File: config.mk
export PLATFORM = sky130hd
export DESIGN_NAME = pad_mem_bus_ctrl
export DESIGN_NICKNAME = d
export VERILOG_FILES = /design/src/rtl/pad_bus_pkg.sv /design/src/rtl/pad_bus_cnt.sv /design/src/rtl/pad_mem_bus_ctrl.sv
export SDC_FILE = /design/constraint.sdc
export NUM_CORES = 1
export LEC_CHECK = 0
export CORE_ASPECT_RATIO = 0.9
export CORE_MARGIN = 4
export CORE_UTILIZATION = 48
export CTS_BUF_LIST = sky130_fd_sc_hd__clkbuf_8
export DETAILED_ROUTE_END_ITERATION = 12
export PLACE_DENSITY = 0.83
export SYNTH_ARGS = -nofsm -noshare
export SYNTH_HDL_FRONTEND = slang
export SYNTH_SLANG_ARGS = --single-unit
File: constraint.sdc
create_clock -name clk -period 2.4 [get_ports clk]
set_clock_uncertainty 0.05 [all_clocks]
set_input_delay 0.72 -clock clk [delete_from_list [all_inputs] [get_ports clk]]
set_output_delay 0.72 -clock clk [all_outputs]
set_load 0.05 [all_outputs]
File: src/rtl/pad_bus_pkg.sv
// pad_bus_pkg
//   Shared types and helpers for the pad memory-bus sequencer.
//   state_t   : sequencer states (IDLE, TURN, WRITE, READ)
//   dir_t     : bus direction of the last completed operation
//   cnt_width : width of the phase counter for a given timing set
package pad_bus_pkg;

    typedef enum logic [1:0] {
        IDLE,
        TURN,
        WRITE,
        READ
    } state_t;

    typedef enum logic {
        DIR_RD,
        DIR_WR
    } dir_t;

    // $clog2(max(wr_cyc, rd_lat, turnaround) + 1), never below 1 bit
    function automatic int cnt_width(input int wr_cyc, input int rd_lat, input int turnaround);
        int m;
        m = wr_cyc;
        if (rd_lat > m) m = rd_lat;
        if (turnaround > m) m = turnaround;
        if (m < 1) return 1;
        return $clog2(m + 1);
    endfunction

endpackage

File: src/rtl/pad_bus_cnt.sv
// pad_bus_cnt
//   Load/decrement phase counter shared by the TURN, WRITE and READ states.
//   Loaded with N-1 on state entry; the owning state exits when zero is set.
//   Ports:
//     clk      in   clock
//     rst      in   asynchronous active-low reset
//     load     in   load load_val this cycle (has priority over decrement)
//     load_val in   W  value to load
//     cnt      out  W  current count
//     zero     out  count is zero
module pad_bus_cnt #(
    parameter int W = 2
) (
    input  logic         clk,
    input  logic         rst,
    input  logic         load,
    input  logic [W-1:0] load_val,
    output logic [W-1:0] cnt,
    output logic         zero
);

    always_ff @(posedge clk or negedge rst) begin
        if (!rst) begin
            cnt <= '0;
        end else if (load) begin
            cnt <= load_val;
        end else if (cnt != '0) begin
            cnt <= cnt - 1'b1;
        end
    end

    assign zero = (cnt == '0);

endmodule

File: src/rtl/pad_mem_bus_ctrl.sv
// pad_mem_bus_ctrl
//   Sequences single-word core read/write requests onto the memory pads with
//   configurable turnaround, write pulse width and read sampling latency.
//   All pad outputs are registered.
//   Ports:
//     clk, rst             clock, asynchronous active-low reset
//     req_valid/req_ready  request handshake (ready only in IDLE)
//     req_we/addr/wdata    request direction, address, write data
//     rsp_valid/rsp_rdata  one-cycle read-data pulse, data held until next read
//     busy                 sequencer not in IDLE
//     pad_addr/we/oe/dout  registered drives to the address/control/data pads
//     pad_din              data returned from the bidirectional data pads
module pad_mem_bus_ctrl
    import pad_bus_pkg::*;
#(
    parameter int DATA_W     = 16,
    parameter int ADDR_W     = 8,
    parameter int WR_CYC     = 1,
    parameter int RD_LAT     = 2,
    parameter int TURNAROUND = 1
) (
    input  logic              clk,
    input  logic              rst,
    input  logic              req_valid,
    output logic              req_ready,
    input  logic              req_we,
    input  logic [ADDR_W-1:0] req_addr,
    input  logic [DATA_W-1:0] req_wdata,
    output logic              rsp_valid,
    output logic [DATA_W-1:0] rsp_rdata,
    output logic              busy,
    output logic [ADDR_W-1:0] pad_addr,
    output logic              pad_we,
    output logic              pad_oe,
    output logic [DATA_W-1:0] pad_dout,
    input  logic [DATA_W-1:0] pad_din
);

    localparam int CW = cnt_width(WR_CYC, RD_LAT, TURNAROUND);

    localparam logic [CW-1:0] WR_LOAD   = CW'(WR_CYC - 1);
    localparam logic [CW-1:0] RD_LOAD   = CW'(RD_LAT - 1);
    localparam logic [CW-1:0] TURN_LOAD = CW'((TURNAROUND > 0) ? TURNAROUND - 1 : 0);

    state_t            state;
    logic              op_we;
    logic [DATA_W-1:0] op_wdata;
    dir_t              last_dir;
    logic              last_dir_valid;

    logic              accept;
    logic              need_turn;
    logic              cnt_load;
    logic [CW-1:0]     cnt_load_val;
    logic [CW-1:0]     cnt;
    logic              cnt_zero;

    assign req_ready = (state == IDLE);
    assign busy      = (state != IDLE);
    assign accept    = req_valid && req_ready;

    // Turnaround only when a previous direction is known and it differs
    assign need_turn = last_dir_valid && (req_we != (last_dir == DIR_WR)) && (TURNAROUND > 0);

    always_comb begin
        cnt_load     = 1'b0;
        cnt_load_val = '0;
        case (state)
            IDLE: begin
                if (accept) begin
                    cnt_load     = 1'b1;
                    cnt_load_val = need_turn ? TURN_LOAD : (req_we ? WR_LOAD : RD_LOAD);
                end
            end
            TURN: begin
                if (cnt_zero) begin
                    cnt_load     = 1'b1;
                    cnt_load_val = op_we ? WR_LOAD : RD_LOAD;
                end
            end
            default: ;
        endcase
    end

    pad_bus_cnt #(
        .W(CW)
    ) u_cnt (
        .clk      (clk),
        .rst      (rst),
        .load     (cnt_load),
        .load_val (cnt_load_val),
        .cnt      (cnt),
        .zero     (cnt_zero)
    );

    always_ff @(posedge clk or negedge rst) begin
        if (!rst) begin
            state          <= IDLE;
            op_we          <= 1'b0;
            op_wdata       <= '0;
            last_dir       <= DIR_RD;
            last_dir_valid <= 1'b0;
            rsp_valid      <= 1'b0;
            rsp_rdata      <= '0;
            pad_addr       <= '0;
            pad_we         <= 1'b0;
            pad_oe         <= 1'b0;
            pad_dout       <= '0;
        end else begin
            rsp_valid <= 1'b0;
            case (state)
                IDLE: begin
                    if (accept) begin
                        op_we    <= req_we;
                        op_wdata <= req_wdata;
                        pad_addr <= req_addr;
                        if (need_turn) begin
                            state <= TURN;
                        end else if (req_we) begin
                            state    <= WRITE;
                            pad_we   <= 1'b1;
                            pad_oe   <= 1'b1;
                            pad_dout <= req_wdata;
                        end else begin
                            state <= READ;
                        end
                    end
                end
                TURN: begin
                    if (cnt_zero) begin
                        if (op_we) begin
                            state    <= WRITE;
                            pad_we   <= 1'b1;
                            pad_oe   <= 1'b1;
                            pad_dout <= op_wdata;
                        end else begin
                            state <= READ;
                        end
                    end
                end
                WRITE: begin
                    if (cnt_zero) begin
                        state          <= IDLE;
                        pad_we         <= 1'b0;
                        pad_oe         <= 1'b0;
                        last_dir       <= DIR_WR;
                        last_dir_valid <= 1'b1;
                    end
                end
                READ: begin
                    if (cnt_zero) begin
                        state          <= IDLE;
                        rsp_rdata      <= pad_din;
                        rsp_valid      <= 1'b1;
                        last_dir       <= DIR_RD;
                        last_dir_valid <= 1'b1;
                    end
                end
                default: state <= IDLE;
            endcase
        end
    end

endmodule
==> metrics.md <==
| Metric | Value |
|---|---|
| DR pass1 iterations | 4 |
| Clock tree from TritonCTS | done |
| Filler instances | 428 |
| Number of cells upsized or downsized after cts | 0 |
| Required @ worst endpoint | 1630 ps |
| Grt met3 use | 9.34% |
| Sequential area share after synthesis | 55.7% |
| Post-synthesis cell area | 2920 sq um |
| Yosys warns | 0 |
| Worst Path Buf+Inv | 1 |
| Post-synth top area cell | dfrtp_1 |
| CP Launch Type | flop |
| Worst path arrival time | 1560 ps |
| Via count of the routed design | 1,832 |
| Cells along the critical path | clkdlybuf4s50_1 |
| FMAX | 430 MHz |
| Worst slew margin | 64.7% |
| First-pass GRT wire length | 10.1 mm |
| Vias per cell | 5.03 |
| DR iter-0 viols | 33 |
| Crit path max-delay family | buffers and inverters |
| Die Area | 7390 sq um |
| GR Util met1 | 20.2% |
| DRC Markers | 0 |
| # diodes | 0 |
| Slew @ Worst Pin | 527 ps |
| Num CTS Buffers | 9 |
| Routed wire length | 6.03 mm |
| Routed Antenna Nets | 0 |
| Placer congestion estimate | 0.780 |
| Slowest-stage cell, CP | clkdlybuf4s50_1 |
| H-tree Lvls | 3 |
| Grt ovf | 0 |
| Total global-route track usage | 17.9% |
| Hold Vio Cnt, Final | 0 |
| Final Setup Violations | 0 |
| Clk buf depth | 2 |
| Outcome | completed |
| DR WL/cell | 16.6 microns |
| Final Max Tran Viols | 0 |
| Initial Utilization | 50.4% |
| Initial antenna violation count | 0 |
| WS Path Type | flop to output port |
| PortBufs | 88 |
| Die width | 90.2 microns |
| # hold bufs at CTS | 0 |
| Clock sinks | 65 |
| Area grow syn2layout | 40.8% |
| # IOs | 89 |
| Clk slew on worst S/H paths | 70 ps |
| Nets | 334 |
| Peak VDD IR | 0.940 mV |
| Syn Nets | 238 |
| Grt met2 use | 30.3% |
| Setup TNS | 0 ps |
| Largest net degree at the start of global routing | 66 |
| Clk Latency, worst-skew pair | 340 ps |
| Reg area | 1630 sq um |
| Hold/Removal Path Class | input port to asynchronous set/reset pin |
| DP Wirelength | 4.33 mm |
| Core box area | 5790 sq um |
| Synthesized instance count | 193 |
| CP max FO | 4 |
| Library cells used by synthesis | 28 |
| Crit. End Element | output port |
| Area of the multi-input gates | 1170 sq um |
| Top cell type's share of synthesized area | 55.7% |
| Leading post-synthesis cells by cell area | dfrtp_1, mux2_2, mux2_4 |
| Vias in the first global route | 2,057 |
| Hold WS | 320 ps |
| Setup Buffers After CTS | 0 |
| Synth Area per Inst | 15.1 sq um |
| Max Cap Viol | 0 |
| Min Tclk post-route | 2330 ps |
| Pwr Density | 1630 nW/um^2 |
| FF+latch count, synth | 65 |
| Ratio of cells with drive above 1 in the final layout | 35.4% |
| Busiest grt layer | met2 |
| RSZ-0062 raised after global routing | no |
| Final Cycle Share | 96.9% |
| Pleak | 1.81 nW |
| Slowest stage delay, CP | 820 ps |
| # rows | 26 |
| CTS Root Cell | clkbuf_8 |
| Die Ht | 82.0 microns |
[layout make-up]
class / count / share of cell area (%)
Clock inverter: 5 / 1.89
Timing Repair Buffer: 96 / 23.6
Multi-Input combinational cell: 108 / 28.4
Sequential cell: 65 / 39.6
Tap cell: 70 / 2.13
Inverter: 9 / 0.822
Clock buffer: 11 / 3.68
[flip-flops by register name, indices dropped and copies added (netlist names)]
signal / flops
rsp_rdata: 16
state: 2
pad_addr: 8
pad_oe: 1
op_wdata: 16
pad_dout: 16
last_dir_valid: 1
u_cnt.cnt: 2
op_we: 1
rsp_valid: 1
last_dir: 1
[metal layers]
| layer | vias to the layer above | wire length [microns] |
|---|---|---|
| met5 | - | 0 |
| met4 | 0 | 58 |
| met3 | 8 | 501 |
| met2 | 55 | 3000 |
| met1 | 901 | 2470 |
| li1 | 868 | - |
[power breakdown]
part           internal (W)  switching (W)
clock network      0.000638       0.000421
registers           0.00165       0.000350
logic               0.00159        0.00207
total               0.00388        0.00284
[logic make-up after synthesis]
| kind of cell | Yosys count | synth area share [%] |
|---|---|---|
| multiplexers | 73 | 31.8 |
| flip-flops | 65 | 55.7 |
| buffers and inverters | 20 | 4.50 |
| AND/OR/NAND/NOR | 18 | 3.21 |
| AO/OA/AOI/OAI | 15 | 4.07 |
| XOR/XNOR | 1 | 0.300 |
| adder cells (fa/ha/maj) | 1 | 0.429 |
[worst paths after layout]
check                                          start  cells after the start                        end  slack (ps)
max                               pad_oe$_DFFE_PN0P_                      1                     pad_we          70
min                                              rst                      2    pad_addr[2]$_DFFE_PN0N_         320
max reg2reg                 u_cnt.cnt[0]$_DFFE_PN0P_                      6    pad_dout[0]$_DFFE_PN0P_         550
min reg2reg                rsp_rdata[15]$_DFFE_PN0P_                      1  rsp_rdata[15]$_DFFE_PN0P_         460
max in group asynchronous                        rst                      2       state[1]$_DFFE_PN0P_        1690
min in group clk           rsp_rdata[15]$_DFFE_PN0P_                      1  rsp_rdata[15]$_DFFE_PN0P_         460
[synthesized netlist by cell type]
cell      number
a21boi_0       1
a21oi_1        3
a221o_1        1
a22o_1         1
a31oi_1        2
buf_12         1
buf_2          5
buf_4          1
buf_6          4
dfrtp_1       65
ha_1           1
inv_1          8
inv_2          1
mux2_2        45
mux2_4        28
nand2_1        6
nand2b_1       1
nand3_1        2
nand3b_1       1
nor2_1         3
nor2b_1        2
nor3b_1        2
o211ai_1       2
o21ai_0        3
o31ai_1        1
o32ai_4        1
or3b_1         1
xnor2_1        1
[layout by cell type, fill, tap and decap left out, drive strengths merged]
cell,synthesis,final
a21boi,1,1
a21oi,3,3
a221o,1,1
a22o,1,1
a31oi,2,2
buf,11,11
bufinv,0,2
clkbuf,0,11
clkdlybuf4s50,0,85
clkinv,0,2
clkinvlp,0,1
dfrtp,65,65
ha,1,1
inv,9,9
mux2,73,73
nand2,6,6
nand2b,1,1
nand3,2,2
nand3b,1,1
nor2,3,3
nor2b,2,2
nor3b,2,2
o211ai,2,2
o21ai,3,3
o31ai,1,1
o32ai,1,1
or3b,1,1
xnor2,1,1
[through the flow]
step                      worst slack (ps)  instance area (sq um)  utilization [%]  instances  total power (W)
after global routing                  20.6                   4110             71.0        364          0.00708
final                                 73.3                   4110             71.0        364          0.00672
after CTS                             51.5                   4110             71.0        364          0.00681
after global placement                45.9                   3880             67.0        348          0.00561
after detailed placement              8.75                   3880             67.0        348          0.00571
after floorplan                        119                   2920                -        193          0.00459
(Power assumes the default switching activity.)
